File: src/rtl/hazard_ctrl.sv
// Pipeline sequencing controller: load-use bubbles, EX redirect flushes,
// data-memory handshake with whole-pipe freeze, perf counters and timeout fault.
module hazard_ctrl #(
  parameter int unsigned TIMEOUT = 255,
  parameter int unsigned CNT_W   = 32
) (
  input  logic             clk,
  input  logic             rst,
  input  logic [4:0]       ID_rs1,
  input  logic [4:0]       ID_rs2,
  input  logic [2:0]       ID_ValidReg,
  input  logic             ID_MemWrite,
  input  logic [4:0]       EX_rd,
  input  logic [2:0]       EX_ValidReg,
  input  logic             EX_MemRead,
  input  logic             EX_redirect,
  input  logic             MEM_MemRead,
  input  logic             MEM_MemWrite,
  input  logic             dmem_ready,
  output logic             dmem_req,
  output logic             pc_sel,
  output logic             stall_IF,
  output logic             stall_ID,
  output logic             stall_EX,
  output logic             stall_MEM,
  output logic             flush_ID,
  output logic             flush_EX,
  output logic             flush_WB,
  output logic             mem_fault,
  output logic [CNT_W-1:0] stall_count,
  output logic [CNT_W-1:0] flush_count
);

  typedef enum logic [1:0] {RUN, MEM_WAIT, FAULT} state_t;

  localparam logic [15:0] TIMEOUT_W = 16'(TIMEOUT);

  state_t      state, state_next;
  logic [15:0] wait_cnt, wait_cnt_next;
  logic        mem_busy, lu, freeze, redirect_go, lu_go;

  // rd-valid of the ID instruction and rs-used bits of EX play no part here.
  logic unused_bits;
  assign unused_bits = &{1'b0, ID_ValidReg[0], EX_ValidReg[2:1]};

  assign mem_busy = MEM_MemRead | MEM_MemWrite;

  // A store depending only through rs2 picks the value up by WB->MEM forwarding.
  assign lu = EX_MemRead && EX_ValidReg[0] && (EX_rd != 5'd0) &&
              ((ID_ValidReg[1] && (ID_rs1 == EX_rd)) ||
               (ID_ValidReg[2] && (ID_rs2 == EX_rd) && !ID_MemWrite));

  assign freeze = (state == FAULT) ||
                  (!dmem_ready && ((state == RUN && mem_busy) || state == MEM_WAIT));

  assign redirect_go = !freeze && EX_redirect;
  assign lu_go       = !freeze && !EX_redirect && lu;

  // NOTE: sequential state uses non-blocking assignments so every flop samples
  // pre-edge values regardless of block ordering.
  always_ff @(posedge clk) begin
    if (rst) begin
      state    <= RUN;
      wait_cnt <= '0;
    end else begin
      state    <= state_next;
      wait_cnt <= wait_cnt_next;
    end
  end

  // NOTE: every variable assigned in a combinational block gets a default first,
  // otherwise paths that skip the assignment infer latches.
  always_comb begin
    state_next    = state;
    wait_cnt_next = wait_cnt;
    case (state)
      RUN: begin
        if (mem_busy && !dmem_ready) begin
          state_next    = MEM_WAIT;
          wait_cnt_next = 16'd1;
        end
      end
      MEM_WAIT: begin
        if (dmem_ready) begin
          state_next    = RUN;
          wait_cnt_next = '0;
        end else if (wait_cnt >= TIMEOUT_W) begin
          state_next = FAULT;
        end else begin
          wait_cnt_next = wait_cnt + 16'd1;
        end
      end
      default: state_next = state;
    endcase
  end

  // The request pulses only from RUN; a release cycle in MEM_WAIT belongs to the
  // instruction just served, so the next MEM occupant is requested a cycle later.
  always_comb begin
    dmem_req  = 1'b0;
    pc_sel    = 1'b0;
    stall_IF  = 1'b0;
    stall_ID  = 1'b0;
    stall_EX  = 1'b0;
    stall_MEM = 1'b0;
    flush_ID  = 1'b0;
    flush_EX  = 1'b0;
    flush_WB  = 1'b0;
    if (!rst) begin
      dmem_req  = (state == RUN) && mem_busy;
      pc_sel    = redirect_go;
      stall_IF  = freeze || lu_go;
      stall_ID  = freeze || lu_go;
      stall_EX  = freeze;
      stall_MEM = freeze;
      flush_ID  = redirect_go;
      flush_EX  = redirect_go || lu_go;
      flush_WB  = freeze;
    end
  end

  always_ff @(posedge clk) begin
    if (rst) begin
      stall_count <= '0;
      flush_count <= '0;
      mem_fault   <= 1'b0;
    end else begin
      if (stall_IF) stall_count <= stall_count + CNT_W'(1);
      if (pc_sel)   flush_count <= flush_count + CNT_W'(1);
      if (state_next == FAULT) mem_fault <= 1'b1;
    end
  end

endmodule

File: config.mk
export PLATFORM = sky130hd
export DESIGN_NAME = hazard_ctrl
export DESIGN_NICKNAME = d
export VERILOG_FILES = /design/src/rtl/hazard_ctrl.sv
export SDC_FILE = /design/constraint.sdc
export NUM_CORES = 1
export LEC_CHECK = 0
export CAP_MARGIN = 40
export CORE_MARGIN = 5
export CORE_UTILIZATION = 49
export DETAILED_ROUTE_END_ITERATION = 8
export PLACE_DENSITY = 0.8
export SETUP_SLACK_MARGIN = 0.15
export SLEW_MARGIN = 20
export SYNTH_ARGS = -nofsm -noshare
export SYNTH_HDL_FRONTEND = slang
export SYNTH_SLANG_ARGS = --single-unit
File: constraint.sdc
create_clock -name clk -period 3.24 [get_ports clk]
set_input_delay 0.648 -clock clk [delete_from_list [all_inputs] [get_ports clk]]
set_output_delay 0.648 -clock clk [all_outputs]
set_load 0.02 [all_outputs]
==> impl_metrics.csv <==
group,metric,value,unit
status,status,"complete, no violations",
global_route,grt_use_met3,0.0579,
place,post_dp_cell_area,5200,µm²
pwr,p_int,1.48,mW
synth,avgSynthCellArea,8.56,µm²
clocking,hold_buffers,0,
timing,finalCritPeriodShare,0.936,
floorplan,die-width,101,µm
finish,nFillCells,680,
global_route,grtUsageMet2,0.319,
worst_setup_path,cp_max_fo,2,
pwr,seq_power_share,0.531,
worst_setup_path,cp_cell_sequence,"clkdlybuf4s50_1 -> or4_1 -> o2111a_2 -> a21oi_4 -> nor2_2 -> clkdlybuf4s15_2",
flow_run,drv_cap,0,
synth,ys.flop_type,"dfxtp_1",
place,port_buffers,99,
clocking,clk_pin_slew_worst_paths,70,ps
worst_setup_path,slowest_delay,520,ps
global_route,met1_usage,0.272,
synth,yosysSeqAreaShare,0.408,
floorplan,num_rows,33,
floorplan,start_util,0.498,
place,place_hpwl,7340,µm
synth,synth_cell_type_count,48,
global_route,grt_max_degree,63,
global_route,grt-ovfl-total,0,
global_route,grt_pass1_vias,3572,
synth,synth-edff-count,0,
synth,syn_inst,476,
floorplan,io_pins,103,
place,dpl.cell_count,672,
floorplan,core,8180,µm²
finish,final_cell_area,5380,µm²
detailed_routing,route.detailed.drc,0,
timing,max_freq,330,MHz
clocking,cts_tree,"built",
floorplan,die_area,10200,µm²
finish,syn2layout_area_growth,32.1,%
synth,ys_seq_elements,83,
detailed_routing,final_antenna_net_count,0,
finish,drive_gt1_frac,0.0909,
finish,num-nets-final,610,
pwr,power.total,1.95,mW
clocking,cts.path.max_buffers,2,
timing,worstMarginPinSlew,617,ps
timing,slew_headroom,0.587,
synth,synth_top_area_cell,"dfxtp_1",
finish,fin_cells,688,
detailed_routing,dr.pass1.iters,4,
detailed_routing,wl,10200,µm
pwr,ir_drop,267,µV
synth,syn_nets,508,
worst_setup_path,crit_path_start_kind,"input pin",
detailed_routing,viasPerCell,5.53,
worst_setup_path,ff2ff_setup_slack,900,ps
synth,netlist.area_leader.share,0.408,
worst_setup_path,setup.worst_path.class,"in2out",
pwr,p_sw,0.470,mW
pwr,comb_power_share,0.090,
clocking,cts.sinks,83,
synth,netlist_area,4070,µm²
detailed_routing,drt_iter0_markers,153,
pwr,leakage,1.79,nW
detailed_routing,wl_per_cell,14.8,µm
worst_hold_path,hold_class,"reg2reg",
finish,final_cell_mix,"90 x clkdlybuf4s50_1, 83 x dfxtp_1, 52 x nor2_1",
finish,n_antenna_cell,0,
clocking,numCtsBuffers,9,
synth,synth.top_cells.by_area,"dfxtp_1 41%, xnor2_1 7.3%, a21oi_1 4.9%",
worst_setup_path,cpMaxStageDelayCell,"or4_1",
global_route,gr-max-usage-layer,"met2",
pwr,swShare,0.240,
global_route,track_usage,0.202,
worst_setup_path,required,2590,ps
global_route,grt_pass1_wl,17000,µm
synth,async_flop_share,0,
place,gp_congestion,0.811,
timing,rsz0062_at_grt,"false",
synth,ys_warn_count,0,
timing,setup_viol,0,
timing,slew_violations,0,
global_route,antenna_found_initial,0,
timing,fin_skew,10.7,ps
worst_setup_path,cp-end-kind,"output port",
clocking,insertion_delay,350,ps
timing,period_minus_slack,3030,ps
timing,hold_viol,0,
worst_setup_path,cp.arrival,2390,ps
clocking,root_buffer,"clkbuf_8",
clocking,htreeDepth,3,
pwr,clock_power_share,0.379,
pwr,power_density,363,nW/µm²
floorplan,dieHeight,101,µm
detailed_routing,vias,3805,
finish,mostFrequentLayoutCell,"clkdlybuf4s50_1",
[logic make-up after synthesis]
logic type,after synthesis,synth area share
muxes,1,0.00246
and+or+nand+nor,219,0.307
xor gates and xnor gates,46,0.0989
adders and majority gates,3,0.00921
DFF,83,0.408
AOI/OAI and AO/OA,89,0.133
buffers and inverters,35,0.0412
[cell type report]
type	instances	area [µm²]	area share
clock buffers	12	145	0.0270
clock inverters	4	50.0	0.00930
inverters	10	37.5	0.00698
multi-input cells	358	2260	0.419
flip-flops and latches	83	1660	0.309
well taps	105	131	0.0244
repair buffers	116	1100	0.204
[path summary, 6_finish.rpt]
check | from | to | cells after the start
max reg2reg | stall_count[4]$_SDFFE_PP0P_ | stall_count[31]$_SDFFE_PP0P_ | 6
min reg2reg | wait_cnt[10]$_SDFFE_PP0P_ | wait_cnt[10]$_SDFFE_PP0P_ | 1
max | EX_rd[1] | stall_IF | 6
min | wait_cnt[10]$_SDFFE_PP0P_ | wait_cnt[10]$_SDFFE_PP0P_ | 1
[routing by layer]
metal,up-vias,routed length (µm),part of all wire
met2,126,4620,0.45
met4,0,132,0.013
li1,1902,-,-
met5,-,0,0
met3,15,781,0.077
met1,1762,4630,0.46
[sequential cells by signal, summed over array words and instances (netlist names)]
name,count
flush_count,32
mem_fault,1
stall_count,32
wait_cnt,16
state,2
[power by group through the flow]
stage          clock (mW)  sequential [mW]  combinational, mW
2_1_floorplan           0             1.06             0.0951
3_3_place_gp            0             1.06              0.176
3_5_place_dp            0             1.06              0.179
4_1_cts             0.752             1.04              0.177
5_1_grt             0.806             1.04              0.192
6_report            0.741             1.04              0.176
[cell usage after synthesis (2+ instances only)]
library cell  number
nor4_1             6
o21ai_0           28
nand4_1           18
inv_1             10
clkbuf_1          14
nand2_1           26
nor2b_1            4
buf_2              5
nand2b_1           2
buf_4              4
nor4_2             3
a2111oi_4          2
nor4b_1            2
nor3_1             5
buf_6              2
dfxtp_1           83
or4_1             10
o31ai_1            9
nand3_1           27
nand4_4            2
a21oi_1           40
and3_1            12
nor2_1            53
ha_1               3
or3_1             24
nand3b_1           2
and2_1             8
and4_1             5
xnor2_1           34
nor3_2             4
xor2_1            12
[repair_timing]
action                                  4_1_cts  5_1_grt
resized for setup                            10        7
buffers inserted                              0        0
pin swaps                                     0        0
endpoints found under the setup margin        8        3
[critical path, delay by kind of cell]
family                 cells  cell delay, ps
buffers and inverters      2             680
AND/OR/NAND/NOR            2             590
AO/OA/AOI/OAI              2             460
[per-stage QoR]
step / hold WS, ps / util / setup TNS (ps) / setup WS (ps)
global route: 498 / 0.658 / 0 / 164
CTS: 468 / 0.659 / 0 / 82.8
global placement: 444 / 0.636 / -336 / -140
detailed placement: 449 / 0.636 / -435 / -174
floorplan: 430 / - / 0 / 225
finish: 465 / 0.658 / 0 / 207
(Power assumes the default switching activity.)
